$ cat src/rtl/writeback_unit_pkg.sv
// Shared widths, request-kind encodings, FSM states and push helpers for the
// CPU write-back unit.
package writeback_unit_pkg;

  localparam int REG_WIDTH  = 8;
  localparam int ADDR_WIDTH = 16;
  localparam int PC_WIDTH   = 16;

  localparam logic [ADDR_WIDTH-1:0] STACK_BASE_DEFAULT = 16'h0100;

  localparam logic [2:0] WB_KIND_STORE = 3'd0;
  localparam logic [2:0] WB_KIND_RMW   = 3'd1;
  localparam logic [2:0] WB_KIND_PUSH1 = 3'd2;
  localparam logic [2:0] WB_KIND_PUSH2 = 3'd3;
  localparam logic [2:0] WB_KIND_PUSH3 = 3'd4;

  typedef enum logic [2:0] {
    WB_IDLE      = 3'd0,
    WB_STORE     = 3'd1,
    WB_RMW_DUMMY = 3'd2,
    WB_RMW_FINAL = 3'd3,
    WB_PUSH      = 3'd4,
    WB_ERR       = 3'd5
  } wb_state_e;

  function automatic logic [1:0] push_len(input logic [2:0] kind);
    case (kind)
      WB_KIND_PUSH1: push_len = 2'd1;
      WB_KIND_PUSH2: push_len = 2'd2;
      default:       push_len = 2'd3;
    endcase
  endfunction

  // cnt is the number of writes still to go, including this one; high byte first.
  function automatic logic [REG_WIDTH-1:0] push_byte(input logic [2:0]          kind,
                                                     input logic [1:0]          cnt,
                                                     input logic [PC_WIDTH-1:0] pc,
                                                     input logic [REG_WIDTH-1:0] p);
    case (cnt)
      2'd3:    push_byte = pc[15:8];
      2'd2:    push_byte = (kind == WB_KIND_PUSH3) ? pc[7:0] : pc[15:8];
      default: push_byte = (kind == WB_KIND_PUSH3) ? p : pc[7:0];
    endcase
  endfunction

endpackage

$ cat src/rtl/writeback_unit_if.sv
// Request and memory-write bus between the execute stage, the write-back unit
// and the memory arbiter.
interface writeback_unit_if;
  import writeback_unit_pkg::*;

  logic                  req_valid;
  logic                  req_ready;
  logic [2:0]            req_kind;
  logic [ADDR_WIDTH-1:0] req_addr;
  logic [PC_WIDTH-1:0]   req_data;
  logic [REG_WIDTH-1:0]  req_orig;
  logic [REG_WIDTH-1:0]  req_p;
  logic [REG_WIDTH-1:0]  sp_in;
  logic [ADDR_WIDTH-1:0] mem_addr;
  logic [REG_WIDTH-1:0]  mem_data_out;
  logic                  mem_we;
  logic [REG_WIDTH-1:0]  sp_out;
  logic                  sp_we;
  logic                  busy;
  logic                  done;
  logic                  err;

  modport slave (
    input  req_valid, req_kind, req_addr, req_data, req_orig, req_p, sp_in,
    output req_ready, mem_addr, mem_data_out, mem_we, sp_out, sp_we, busy, done, err
  );

  modport master (
    output req_valid, req_kind, req_addr, req_data, req_orig, req_p, sp_in,
    input  req_ready, mem_addr, mem_data_out, mem_we, sp_out, sp_we, busy, done, err
  );

endinterface

$ cat src/rtl/writeback_unit.sv
// Performs every CPU-initiated memory write: stores, RMW double writes and
// 1/2/3-byte stack pushes with stack-pointer decrement.
module writeback_unit
  import writeback_unit_pkg::*;
#(
  parameter logic [ADDR_WIDTH-1:0] STACK_BASE = STACK_BASE_DEFAULT
) (
  input  logic              phi1,
  input  logic              reset_n,
  writeback_unit_if.slave   bus
);

  wb_state_e             r_state, w_state_next;
  logic [1:0]            r_cnt, w_cnt_next;

  logic [2:0]            r_kind;
  logic [ADDR_WIDTH-1:0] r_addr;
  logic [PC_WIDTH-1:0]   r_data;
  logic [REG_WIDTH-1:0]  r_orig, r_p;

  logic [ADDR_WIDTH-1:0] r_mem_addr, w_mem_addr;
  logic [REG_WIDTH-1:0]  r_mem_data, w_mem_data;
  logic [REG_WIDTH-1:0]  r_sp_out, w_sp_out;
  logic                  r_mem_we, w_mem_we;
  logic                  r_sp_we, w_sp_we;
  logic                  r_done, w_done;
  logic                  r_err, w_err;

  logic                  w_idle, w_accept;
  logic [2:0]            w_kind;
  logic [ADDR_WIDTH-1:0] w_addr;
  logic [PC_WIDTH-1:0]   w_data;
  logic [REG_WIDTH-1:0]  w_orig, w_p, w_sp_cur;

  // Outputs are registered one edge ahead, so on the accept edge the request
  // is taken straight from the bus rather than from the latch.
  assign w_idle   = (r_state == WB_IDLE);
  assign w_accept = w_idle && bus.req_valid;
  assign w_kind   = w_idle ? bus.req_kind : r_kind;
  assign w_addr   = w_idle ? bus.req_addr : r_addr;
  assign w_data   = w_idle ? bus.req_data : r_data;
  assign w_orig   = w_idle ? bus.req_orig : r_orig;
  assign w_p      = w_idle ? bus.req_p    : r_p;
  assign w_sp_cur = w_idle ? bus.sp_in    : r_sp_out;

  always_ff @(posedge phi1 or negedge reset_n) begin
    if (!reset_n) begin
      r_state <= WB_IDLE;
      r_cnt   <= 2'd0;
    end else begin
      r_state <= w_state_next;
      r_cnt   <= w_cnt_next;
    end
  end

  always_comb begin
    w_state_next = r_state;
    w_cnt_next   = r_cnt;
    case (r_state)
      WB_IDLE: begin
        if (bus.req_valid) begin
          case (bus.req_kind)
            WB_KIND_STORE: w_state_next = WB_STORE;
            WB_KIND_RMW:   w_state_next = WB_RMW_DUMMY;
            WB_KIND_PUSH1, WB_KIND_PUSH2, WB_KIND_PUSH3: begin
              w_state_next = WB_PUSH;
              w_cnt_next   = push_len(bus.req_kind);
            end
            default:       w_state_next = WB_ERR;
          endcase
        end
      end
      WB_RMW_DUMMY: w_state_next = WB_RMW_FINAL;
      WB_PUSH: begin
        w_cnt_next = r_cnt - 2'd1;
        if (r_cnt == 2'd1) w_state_next = WB_IDLE;
      end
      default: w_state_next = WB_IDLE;
    endcase
  end

  always_comb begin
    w_mem_addr = r_mem_addr;
    w_mem_data = r_mem_data;
    w_sp_out   = r_sp_out;
    w_mem_we   = 1'b0;
    w_sp_we    = 1'b0;
    w_done     = 1'b0;
    w_err      = 1'b0;
    case (w_state_next)
      WB_STORE, WB_RMW_FINAL: begin
        w_mem_we   = 1'b1;
        w_mem_addr = w_addr;
        w_mem_data = w_data[7:0];
        w_done     = 1'b1;
      end
      WB_RMW_DUMMY: begin
        w_mem_we   = 1'b1;
        w_mem_addr = w_addr;
        w_mem_data = w_orig;
      end
      WB_PUSH: begin
        w_mem_we   = 1'b1;
        w_sp_we    = 1'b1;
        w_mem_addr = STACK_BASE | ADDR_WIDTH'(w_sp_cur);
        w_mem_data = push_byte(w_kind, w_cnt_next, w_data, w_p);
        w_sp_out   = w_sp_cur - REG_WIDTH'(1);
        w_done     = (w_cnt_next == 2'd1);
      end
      WB_ERR:  w_err = 1'b1;
      default: ;
    endcase
  end

  always_ff @(posedge phi1 or negedge reset_n) begin
    if (!reset_n) begin
      r_kind     <= 3'd0;
      r_addr     <= '0;
      r_data     <= '0;
      r_orig     <= '0;
      r_p        <= '0;
      r_mem_addr <= '0;
      r_mem_data <= '0;
      r_sp_out   <= '0;
      r_mem_we   <= 1'b0;
      r_sp_we    <= 1'b0;
      r_done     <= 1'b0;
      r_err      <= 1'b0;
    end else begin
      if (w_accept) begin
        r_kind <= bus.req_kind;
        r_addr <= bus.req_addr;
        r_data <= bus.req_data;
        r_orig <= bus.req_orig;
        r_p    <= bus.req_p;
      end
      r_mem_addr <= w_mem_addr;
      r_mem_data <= w_mem_data;
      r_sp_out   <= w_sp_out;
      r_mem_we   <= w_mem_we;
      r_sp_we    <= w_sp_we;
      r_done     <= w_done;
      r_err      <= w_err;
    end
  end

  assign bus.req_ready    = w_idle;
  assign bus.busy         = !w_idle;
  assign bus.mem_addr     = r_mem_addr;
  assign bus.mem_data_out = r_mem_data;
  assign bus.mem_we       = r_mem_we;
  assign bus.sp_out       = r_sp_out;
  assign bus.sp_we        = r_sp_we;
  assign bus.done         = r_done;
  assign bus.err          = r_err;

endmodule

$ cat src/flat_wrapper.sv
// flat-port wrapper written by rule: the top's interface ports become plain ports
module writeback_unit_flat import writeback_unit_pkg::*;
#(
  parameter logic [ADDR_WIDTH-1:0] STACK_BASE = STACK_BASE_DEFAULT
)
  (phi1, reset_n, bus_req_valid, bus_req_kind, bus_req_addr, bus_req_data, bus_req_orig, bus_req_p, bus_sp_in, bus_req_ready, bus_mem_addr, bus_mem_data_out, bus_mem_we, bus_sp_out, bus_sp_we, bus_busy, bus_done, bus_err);
  writeback_unit_if bus_i ();
  input  logic phi1;
  input  logic reset_n;
  input wire logic [$bits(bus_i.req_valid)-1:0] bus_req_valid;
  input wire logic [$bits(bus_i.req_kind)-1:0] bus_req_kind;
  input wire logic [$bits(bus_i.req_addr)-1:0] bus_req_addr;
  input wire logic [$bits(bus_i.req_data)-1:0] bus_req_data;
  input wire logic [$bits(bus_i.req_orig)-1:0] bus_req_orig;
  input wire logic [$bits(bus_i.req_p)-1:0] bus_req_p;
  input wire logic [$bits(bus_i.sp_in)-1:0] bus_sp_in;
  output wire logic [$bits(bus_i.req_ready)-1:0] bus_req_ready;
  output wire logic [$bits(bus_i.mem_addr)-1:0] bus_mem_addr;
  output wire logic [$bits(bus_i.mem_data_out)-1:0] bus_mem_data_out;
  output wire logic [$bits(bus_i.mem_we)-1:0] bus_mem_we;
  output wire logic [$bits(bus_i.sp_out)-1:0] bus_sp_out;
  output wire logic [$bits(bus_i.sp_we)-1:0] bus_sp_we;
  output wire logic [$bits(bus_i.busy)-1:0] bus_busy;
  output wire logic [$bits(bus_i.done)-1:0] bus_done;
  output wire logic [$bits(bus_i.err)-1:0] bus_err;
  assign bus_i.req_valid = bus_req_valid;
  assign bus_i.req_kind = bus_req_kind;
  assign bus_i.req_addr = bus_req_addr;
  assign bus_i.req_data = bus_req_data;
  assign bus_i.req_orig = bus_req_orig;
  assign bus_i.req_p = bus_req_p;
  assign bus_i.sp_in = bus_sp_in;
  assign bus_req_ready = bus_i.req_ready;
  assign bus_mem_addr = bus_i.mem_addr;
  assign bus_mem_data_out = bus_i.mem_data_out;
  assign bus_mem_we = bus_i.mem_we;
  assign bus_sp_out = bus_i.sp_out;
  assign bus_sp_we = bus_i.sp_we;
  assign bus_busy = bus_i.busy;
  assign bus_done = bus_i.done;
  assign bus_err = bus_i.err;
  writeback_unit #(.STACK_BASE(STACK_BASE)) u_core (.phi1(phi1), .reset_n(reset_n), .bus(bus_i));
endmodule
$ cat config.mk
export PLATFORM = sky130hd
export DESIGN_NAME = writeback_unit_flat
export DESIGN_NICKNAME = d
export VERILOG_FILES = /design/src/rtl/writeback_unit_pkg.sv /design/src/rtl/writeback_unit_if.sv /design/src/rtl/writeback_unit.sv /design/src/flat_wrapper.sv
export SDC_FILE = /design/constraint.sdc
export NUM_CORES = 1
export LEC_CHECK = 0
export CORE_UTILIZATION = 50
export CTS_BUF_LIST = sky130_fd_sc_hd__clkbuf_8
export DETAILED_ROUTE_END_ITERATION = 16
export GPL_TIMING_DRIVEN = 0
export PLACE_DENSITY = 0.78
export SLEW_MARGIN = 20
export SYNTH_ARGS = -nofsm -noshare
export SYNTH_HDL_FRONTEND = slang
export SYNTH_SLANG_ARGS = --single-unit
$ cat constraint.sdc
create_clock -name phi1 -period 2.7 [get_ports phi1]
set_clock_uncertainty 0.1 [all_clocks]
set_input_delay 0.54 -clock phi1 [delete_from_list [all_inputs] [get_ports phi1]]
set_output_delay 0.54 -clock phi1 [all_outputs]
set_load 0.02 [all_outputs]
**Word level (Yosys, flattened, before mapping)**

Cells that the tools add are included.

- Memory bits (writable): 0
- ROM bits: 0
- Memories: 0
- Latch bits: 0
- Word-level logic and storage cells: 65
- Register bits after elaboration: 92

- Add/subtract/negate cells: 2
- Multiply operators: 0
- Order comparisons: 0
- Shifts and indexed selects: 0
- Equality and inequality tests: 16
- Bitwise gates (word level): 0
- Reductions and logical operators: 10
- Divide/modulo/power cells: 0
- Multiplexer cells: 23

Operator list:

| kind | number |
|---|---|
| $mux 8 | 5 |
| $mux 16 | 2 |
| $pmux 16 s2 | 1 |
| $pmux 8 s3 | 1 |
| $pmux 3 s3 | 2 |
| $pmux 8 s2 | 1 |
| $eq 3x2->1 const B | 5 |
| $eq 3x3->1 const B | 5 |
| $mux 3 | 3 |
| $pmux 2 s2 | 2 |
| $sub 8x1->8 const B | 1 |
| $eq 3x1->1 const B | 2 |
| $logic_not 3->1 | 2 |
| $reduce_or 3->1 | 2 |
| $eq 2x1->1 const B | 2 |
| $eq 2x2->1 const B | 2 |
| $mux 2 | 2 |
| $reduce_or 4->1 | 1 |
| $mux 1 | 3 |
| $reduce_bool 3->1 | 1 |
| $pmux 1 s2 | 1 |
| $reduce_bool 2->1 | 1 |
| $reduce_or 2->1 | 1 |
| $sub 2x1->2 const B | 1 |
| 2 further kinds | 2 |

**Depth between registers and ports, before layout**

- Depth in word-level cells: 8
- Depth in mapped cells: 11
- Mapped depth without buffers: 9

**Worst setup path after synthesis**

Ideal clock, no wire load.

- Kind: flip-flop to flip-flop
- Start: reg u_core.r_state[0]
- End: reg u_core.r_sp_out[6], in the netlist u_core.bus.sp_out[6]
- Arrival: 2169 ps
- Path buffers: 3
- Required time: 2464 ps
- Cell stages (with the launch flop): 12
- Setup slack: 295 ps
- Cells stage by stage: dfrtp_1 > or3_1 > buf_2 > inv_2 > buf_4 > buf_2 > mux2i_1 > ha_1 > nand3_1 > nand3b_1 > xnor2_1 > o21ai_0

- Cells in the longest elaborated chain, start to end: 3
- Elaborated cells between the ends (all ways): 9

Ends and longest elaborated chain:

| element | line | source |
|---|---|---|
| start, declared | writeback_unit.sv:13 | `wb_state_e r_state, w_state_next;` |
| start signal, assigned | writeback_unit.sv:51 | `r_state <= w_state_next;` |
| $logic_not 3->1, or another cell as far along | writeback_unit.sv:37, writeback_unit.sv:59 |  |
| $mux 8 / $pmux 3 s3 (equally long branches) | writeback_unit.sv:44, writeback_unit.sv:59 |  |
| $sub 8x1->8 / $eq 3x3->1 (equally long branches) | writeback_unit.sv:107, writeback_unit.sv:90 |  |
| end signal, assigned | writeback_unit.sv:139 | `r_sp_out <= w_sp_out;` |
| end, declared | writeback_unit.sv:23 | `logic [REG_WIDTH-1:0] r_sp_out, w_sp_out;` |

Parallel ways exist; a longest one is shown, timed or not.
A chain may end at the register's enable or synchronous reset.

**Worst setup path after layout**

- Start: reg u_core.r_state[0]
- End: out bus_req_ready

- Cells in the longest elaborated chain, start to end: 1

Ends and longest elaborated chain:

| element | line | source |
|---|---|---|
| $logic_not 3->1 | writeback_unit.sv:37 | `assign w_idle = (r_state == WB_IDLE);` |
| end, declared | flat_wrapper.sv:17 | `output wire logic [$bits(bus_i.req_ready)-1:0] bus_req_ready;` |

No other way between the ends.

==> impl_metrics.toml <==
[outcome]
status = "finished clean"

[setup_path]
required_ns = 2.06
cp-start-kind = "flop"
setup.worst_path.end_class = "primary output"
worstPathArrival_ns = 1.96
worstPathMaxFanout = 10
setup.worst_path.class = "reg2out"

[synth]
ys_top_cells_by_area = "dfrtp_1 (44%), nand2_1 (15%), mux2i_1 (5.7%)"
ys_seq_elements = 84
yosysSeqAreaShare_pct = 44.0
syn_area_per_cell_sq_um = 8.48
synth_commonest_cells = "nand2_1 (188), dfrtp_1 (84), mux2i_1 (27)"
syn_nets = 627
ys.flop_type = "dfrtp_1"
yosysUniqueCellTypes = 56
synthArstFlopShare_pct = 100
yosysMostFrequentCell = "nand2_1"
syn_area_sq_um = 4770
synth-edff-count = 0
syn_inst = 563
yosys_warnings = 0
synth_area_leader_cell = "dfrtp_1"
yosysTopAreaCellShare_pct = 44.0

[cts]
cts-htree-levels = 3
insertion_delay_ns = 0.35
cts.sink_count = 84
cts_tree = "yes"
cts-buffers-inserted = 9
clkTransAtPathRegs_ns = 0.09
clk_path_buf_depth = 2
cts_root_buf = "clkbuf_8"
ctsHoldBuffers = 0

[timing]
tightestPinTransition_ns = 0.882
fin_hold_ws_ns = 0.0589
setup-violations-final = 0
rsz0062_at_grt = "no"
fmax_mhz = 385
drv_slew = 0
fin_tns_setup_ns = 0
layout_min_cycle_time_ns = 2.60
finalHoldViolCount = 0
finalWorstSetupSlack_ns = 0.104
max_slew_margin_pct = 41.2
period_share_pct = 96.1

[die]
io_pins = 100
initial_core_util_pct = 51.7
dieHeight_um = 99.7
dieArea_sq_um = 9940
core_sq_um = 9240
die_w_um = 99.7
row_count = 35

[placed_design]
gp_congestion = 0.957
hpwl_um = 10800
io_buffers = 98
place_ws_ns = -0.560

[global_routing]
grt_start_max_net_pins = 49
antenna_found_initial = 0
grt_use_total_pct = 32.1
overflow = 0
grt_pass1_wl_um = 24500
grt_pass1_vias = 4905

[routing]
num_vias = 4900
drc_errors = 0
wl_um = 15300
drt_first_iter_violations = 417
drtAntennaViolNets = 0
viasPerCell = 6.03
dr.pass1.iters = 7
wl_per_cell_um = 18.9

[cells_and_area]
area_delta_synth_final_pct = 31.4
finish.net_count = 742
fillers = 763
antenna_cells = 0
fin_util_pct = 67.9
drive_above_1_share_pct = 10.1

[run]
maxCapViolCount = 0

[pwr]
ir_worst_vdd_mv = 0.763
power_density_nw_per_um2 = 1270
p_leak_nw = 2.85

[min_path]
hold_path_class = "in2async"
state kept, by name (all words and copies together), names as in the netlist:
name,flops
u_core.r_data,16
u_core.r_kind,3
u_core.r_state,3
u_core.bus.done,1
u_core.bus.mem_we,1
u_core.bus.err,1
u_core.r_addr,16
u_core.bus.mem_addr,16
u_core.bus.sp_out,8
u_core.bus.mem_data_out,8
u_core.r_p,8
u_core.r_cnt,2
u_core.bus.sp_we,1
critical path, cell delays in order, from the launching register on:
cell and delay [ns]:
dfrtp_1 0.39, or3_1 0.35, buf_2 0.16, inv_2 0.08, buf_8 0.15, buf_12 0.15
buf_8 0.15, buf_4 0.15
layer usage:
layer	vias up	routed length [um]	GRT usage, %
met4	0	344	13.0
met1	2380	6240	43.0
met3	37	1370	5.83
met5	-	0	0
met2	272	7370	51.5
li1	2211	-	-
repair_timing:
action                                  in CTS  in global routing
setup buffers                                5                  0
pin swaps                                    2                  0
endpoints found under the setup margin      19                 25
resized for setup                           18                 22
cell type report:
type / instances / area [sq um] / area share (%)
timing repair buffer: 104 / 1040 / 16.5
multi-input combinational: 428 / 2500 / 39.9
clock inverter: 7 / 73.8 / 1.18
sequential: 84 / 2100 / 33.5
buffer: 41 / 239 / 3.81
tap: 129 / 161 / 2.57
clock buffer: 9 / 124 / 1.97
inverter: 10 / 37.5 / 0.598
per-stage QoR:
step / std cells / power, W / cell area (sq um)
2_1_floorplan: 563 / 0.00511 / 4770
3_3_place_gp: 790 / 0.00660 / 5920
3_5_place_dp: 791 / 0.00675 / 5940
4_1_cts: 812 / 0.00778 / 6210
5_1_grt: 812 / 0.00849 / 6270
6_report: 812 / 0.00797 / 6270
kinds of logic (layout without fill, tap and decap cells):
| logic type | count (synthesis) | count (layout) | share of synthesized area (%) |
|---|---|---|---|
| buf+inv | 51 | 171 | 4.87 |
| fa+ha+maj | 2 | 2 | 0.524 |
| xor+xnor | 5 | 5 | 0.917 |
| flops | 84 | 84 | 44.0 |
| simple gates | 286 | 286 | 26.9 |
| mux | 30 | 30 | 6.42 |
| compound gates | 105 | 105 | 16.3 |
power breakdown:
part | switching [W] | internal, W
Combinational | 0.00278 | 0.00196
Sequential | 0.000441 | 0.00186
Clock | 0.000496 | 0.000433
path summary, 6_finish.rpt:
check	start	end	slack (ns)	depth (start not counted)
setup / recovery	u_core.r_state[0]	bus_req_ready	0.10	7
hold reg to reg	u_core.r_p[6]	u_core.r_p[6]	0.38	2
max in group asynchronous	reset_n	u_core.r_state[2]	1.82	2
min in group phi1	u_core.r_p[6]	u_core.r_p[6]	0.38	2
hold / removal	reset_n	u_core.bus.mem_we	0.06	1
setup reg to reg	u_core.r_state[0]	u_core.bus.sp_out[7]	0.16	9
cell usage in the layout (no fill, tap or decap), drive strengths merged, types with 16 or more instances in the layout:
master         Yosys  final
buf               19     26
o21ai             27     27
clkbuf            22     33
mux2i             28     28
clkdlybuf4s50      0     95
nor2              26     26
dfrtp             84     84
a21oi             16     16
or3               16     16
nand3             21     21
nand2            188    188
(Power assumes the default switching activity.)
